$ cat config.mk
export PLATFORM = sky130hd
export DESIGN_NAME = systolic_drain
export DESIGN_NICKNAME = d
export VERILOG_FILES = /design/src/rtl/systolic_drain.sv
export SDC_FILE = /design/constraint.sdc
export NUM_CORES = 1
export LEC_CHECK = 0
export ABC_AREA = 1
export BUFFER_PORTS_ARGS = -buffer_cell sky130_fd_sc_hd__buf_2
export CAP_MARGIN = 40
export CORE_MARGIN = 2
export CORE_UTILIZATION = 50
export CTS_BUF_LIST = sky130_fd_sc_hd__clkbuf_16
export CTS_CLUSTER_DIAMETER = 100
export DETAILED_ROUTE_END_ITERATION = 6
export GPL_ROUTABILITY_DRIVEN = 0
export MAX_ROUTING_LAYER = met4
export PLACE_DENSITY = 0.86
export SETUP_SLACK_MARGIN = 0.4
export SLEW_MARGIN = 20
export SYNTH_ARGS = -nofsm -noshare
export SYNTH_HDL_FRONTEND = slang
export SYNTH_SLANG_ARGS = --single-unit
$ cat constraint.sdc
create_clock -name clk -period 1.9 [get_ports clk]
set_input_delay 0.19 -clock clk [delete_from_list [all_inputs] [get_ports clk]]
set_output_delay 0.19 -clock clk [all_outputs]
set_load 0.05 [all_outputs]
$ cat src/rtl/systolic_drain.sv
// Serialises a parallel set of PE results onto a valid/ready stream, one lane per transfer.
// Results are snapshotted on an accepted start so the array can move on immediately.
module systolic_drain #(
  parameter int unsigned PE_NUMBER = 3,
  parameter int unsigned RES_W     = 16,
  parameter int unsigned IDX_W     = 4
) (
  input  logic             clk,
  input  logic             reset,
  input  logic             start,
  input  logic [RES_W-1:0] pe_res [0:PE_NUMBER-1],
  input  logic             out_ready,
  output logic             out_valid,
  output logic [RES_W-1:0] out_data,
  output logic [IDX_W-1:0] out_idx,
  output logic             out_last,
  output logic             busy,
  output logic             done,
  output logic             drop_err
);

  typedef enum logic [1:0] {StIdle, StSend, StDone} state_e;

  localparam logic [IDX_W-1:0] LastIdx = IDX_W'(PE_NUMBER - 1);

  state_e           state_q, state_d;
  logic [IDX_W-1:0] idx_q, idx_d;
  logic [RES_W-1:0] shadow_q [0:PE_NUMBER-1];
  logic [RES_W-1:0] shadow_d [0:PE_NUMBER-1];
  logic             valid_q, valid_d;
  logic [RES_W-1:0] data_q, data_d;
  logic             last_q, last_d;
  logic             busy_q, busy_d;
  logic             done_q, done_d;
  logic             drop_q, drop_d;

  logic [IDX_W-1:0] idx_inc;
  logic [RES_W-1:0] next_data;

  assign idx_inc = idx_q + IDX_W'(1);

  // Explicit compare-mux keeps the lane select free of index-width mismatches.
  always_comb begin
    next_data = '0;
    for (int i = 0; i < int'(PE_NUMBER); i++) begin
      if (idx_inc == IDX_W'(i)) next_data = shadow_q[i];
    end
  end

  always_comb begin
    state_d  = state_q;
    idx_d    = idx_q;
    shadow_d = shadow_q;
    valid_d  = valid_q;
    data_d   = data_q;
    last_d   = last_q;
    done_d   = 1'b0;
    drop_d   = drop_q;
    unique case (state_q)
      StIdle: begin
        if (start) begin
          shadow_d = pe_res;
          idx_d    = '0;
          valid_d  = 1'b1;
          data_d   = pe_res[0];
          last_d   = (LastIdx == '0);
          state_d  = StSend;
        end
      end
      StSend: begin
        if (start) drop_d = 1'b1;
        // out_valid is always high here, so out_ready alone marks a transfer.
        if (out_ready) begin
          if (last_q) begin
            valid_d = 1'b0;
            done_d  = 1'b1;
            state_d = StDone;
          end else begin
            idx_d  = idx_inc;
            data_d = next_data;
            last_d = (idx_inc == LastIdx);
          end
        end
      end
      StDone: begin
        if (start) drop_d = 1'b1;
        state_d = StIdle;
      end
      default: state_d = StIdle;
    endcase
    busy_d = (state_d != StIdle);
  end

  always_ff @(posedge clk) begin
    if (reset) begin
      state_q  <= StIdle;
      idx_q    <= '0;
      shadow_q <= '{default: '0};
      valid_q  <= 1'b0;
      data_q   <= '0;
      last_q   <= 1'b0;
      busy_q   <= 1'b0;
      done_q   <= 1'b0;
      drop_q   <= 1'b0;
    end else begin
      state_q  <= state_d;
      idx_q    <= idx_d;
      shadow_q <= shadow_d;
      valid_q  <= valid_d;
      data_q   <= data_d;
      last_q   <= last_d;
      busy_q   <= busy_d;
      done_q   <= done_d;
      drop_q   <= drop_d;
    end
  end

  assign out_valid = valid_q;
  assign out_data  = data_q;
  assign out_idx   = idx_q;
  assign out_last  = last_q;
  assign busy      = busy_q;
  assign done      = done_q;
  assign drop_err  = drop_q;

endmodule

==> metrics.md <==
| Metric | Value |
|---|---|
| Yosys top cell area share | 0.420 |
| FMAX | 0.560 GHz |
| Vias in the first global route | 3,473 |
| Worst setup EP type | flop |
| Share of synthesized flip-flops with an asynchronous set or reset | 0 |
| Top Ports | 77 |
| Clock transition at path regs | 0.06 ns |
| Register bit total from synthesis | 75 |
| Clock buffer depth | 2 |
| Dominant cells by area after synthesis | dfxtp_1, o21ai_0, a21oi_1, inv_1, nand2_1 |
| Crit start category | flop |
| Core footprint | 6870 um^2 |
| # rows | 30 |
| Failing checks | DRC |
| Synth Area in Simple Gates | 0.226 |
| Die H | approximately 89 um |
| Vias per cell | between 5 and 6 |
| Count leader, synth | dfxtp_1 |
| M1 GR Usage | 0.365 |
| Worst path required time | 2.13 ns |
| Delay-heaviest family, CP | buffers and inverters |
| H-tree depth | 3 |
| Post-DP HPWL | 6.41 mm |
| Via count | 4,136 |
| Diode count | 0 |
| Wirelength, routed | around 13 mm |
| Synth top cells by count | dfxtp_1, o21ai_0, inv_1 |
| Switching share of power | 0.323 |
| Global route hottest layer | met2 |
| Hold Fails Final Rpt | 0 |
| Die Area | 7850 um^2 |
| Slowest CP cell | dfxtp_4 |
| Pint | 0.00312 W |
| RSZ-0062 raised after global routing | true |
| # fillers | 449 |
| Grt ovf | 0 |
| Xor/xnor share of the synthesized area | 0.00769 |
| Largest area contributor in the netlist | dfxtp_1 |
| Adder-cell share of the synthesized area | 0.0175 |
| Final net count | 646 |
| Syn-to-layout area delta | 40.0% |
| GRT Resource Usage Total | 0.287 |
| Skew-Pair Late Insertion Delay | 0.34 ns |
| Pwr/cell area | 920 nW/um^2 |
| PortBufs | 76 |
| Wire per inst | 18.4 um |
| Number of routed nets with antenna violations | 0 |
| GR Util met3 | 0.0737 |
| Mapped Cells | 498 |
| Final period utilization | 0.940 |
| Antenna violations before repair | 0 |
| Mapped Nets | 555 |
| Clk root buf | clkbuf_16 |
| Post-synth EDFFs | 0 |
| Sequential cell area fraction in the yosys report | 0.420 |
| Status | finished with violations |
| Clock skew | ~0.0053 ns |
| TritonCTS buffer count | 9 |
| P_sw | approximately 0.0015 W |
| CP Cell Sequence | ha_4, xnor2_4, buf_4, clkbuf_16, nand4_1, nand2_1, inv_1, nand2_1, a21oi_2 |
| Initial Util | 0.521 |
| Register share of total power | 0.389 |
| Count of final max-slew check failures | 0 |
| Final Power | 0.00461 W |
| Syn Area/Cell | 7.19 um^2 |
| Peak supply drop | around 0.76 mV |
| Final number of setup-violating endpoints | 0 |
| Post-synthesis compound-gate area fraction | 0.213 |
| Gate power share | 0.255 |
| Crit-path max cell delay | ~0.37 ns |
| Iteration count of the initial detailed-routing pass | 7 |
| Crit path arrival time | 2.02 ns |
| Most frequent CP cell | nand2_1 |
| Multiplexer share of the synthesized area | 0 |
| Max_cap viols | 0 |
| Largest net degree at the start of global routing | 37 |
| Minimum clock period | about 1.8 ns |
| Highest fanout seen on the critical path | 10 |
| Iteration-0 DRC Markers | 618 |
| Number of remaining DRC errors | 15 |
| Layout cells sized above 1 | 0.369 |
| CTS sink count | 75 |
| CTS tree | done |
| Main combinational cell family by area after synthesis | simple AND/OR/NAND/NOR gates |
| Kind of critical path | reg -> reg |
| Die width | 88.6 um |
| Clk network pwr share | 0.356 |
| Final hold slack | 0.0938 ns |
| Worst-Margin Slew | 0.451 ns |
| Final setup TNS | 0 ns |
| Synth cell types | 26 |
| Mapped cell area | 3580 um^2 |
| Buffers plus inverters on the worst setup path | 3 |
| Max_slew headroom | 0.699 |
| Worst min path class | in -> reg |
| Lkg Pwr | 2.23 nW |
| Synthesis Warnings | 0 |
| First-pass GRT wire length | ~17 mm |
| Global Route met2 Usage | 0.424 |
| Most used DFF post-synth | dfxtp_1 |
[kinds of logic after synthesis]
kind of cell	Yosys count
simple gates	174
compound gates	143
xor+xnor	1
buf+inv	100
fa+ha+maj	5
flops	75
[power by group through the flow]
| stage | Combinational, W | Clock (W) | Sequential [W] |
|---|---|---|---|
| floorplan | 0.000452 | 0 | 0.00198 |
| global placement | 0.000821 | 0 | 0.00181 |
| detailed placement | 0.000848 | 0 | 0.00181 |
| CTS | 0.000951 | 0.00164 | 0.00178 |
| global route | 0.00124 | 0.00172 | 0.00180 |
| finish | 0.00117 | 0.00164 | 0.00179 |
[placed cells by master, fill, tap and decap left out, types with 2 or more instances in the layout]
master     count
a21oi_2       24
buf_4         18
nor2_1        55
nand3_4        5
nand2_4        3
buf_12         5
ha_4           4
nand3_1       10
inv_2          3
clkbuf_16     12
dfxtp_1       70
buf_6          9
dfxtp_4        3
buf_2         77
inv_1         59
nor2_4         2
nand2_2       22
a21oi_4        4
a21oi_1       43
o21ai_2        2
o21ai_1       13
buf_8          2
nand3_2        9
dfxtp_2        2
nand2_1       34
nand4_1       34
o21ai_0       53
clkinv_2       5
[sequential cells by signal (all words and copies together), names as in the netlist]
register and cells:
busy 1, done 1, drop_err 1, out_data 16
out_idx 4, out_last 1, out_valid 1, shadow_q 48
state_q 2
[routing by layer]
layer / vias up / share of wire
met5: - / 0
met4: 0 / 0.065
met3: 103 / 0.12
met2: 333 / 0.44
met1: 1856 / 0.38
li1: 1844 / -
[stage by stage]
stage,utilization,cells,setup WS (ns),cell area [um^2]
floorplan,-,498,0.375,3620
global placement,0.587,646,0.199,4030
detailed placement,0.587,646,0.0780,4030
CTS,0.677,679,0.380,4650
global route,0.729,690,0.0824,5010
finish,0.729,690,0.113,5010
[area by class of cell]
cell class              count  area, um^2  share of cell area
inverters                  63         240              0.0480
clock inverters             7        58.8              0.0117
well taps                  96         120              0.0240
multi-input cells         326        2020               0.404
repair buffers            114         827               0.165
clock buffers               9         225              0.0450
flip-flops and latches     75        1520               0.303
[tightest hold or removal path, stage by stage]
cell     delay (ns)
buf_2          0.07
o21ai_0        0.07
nor2_1         0.07
[final timing paths]
kind | start | end | slack [ns] | cells after the start
hold reg to reg | shadow_q[33] | shadow_q[33] | 0.46 | 2
setup reg to reg | out_idx[1] | out_data[8] | 0.11 | 9
hold / removal | pe_res[19] | shadow_q[19] | 0.09 | 3
setup / recovery | out_idx[1] | out_data[8] | 0.11 | 9
[timing repair]
item | CTS | global route
pin swaps | 11 | 29
resized for setup | 59 | 52
gates cloned | 4 | 4
hold buffers | 0 | 0
buffers inserted | 13 | 7
endpoints found under the setup margin | 21 | 24
Note: power is estimated with default switching activity, not from simulation.
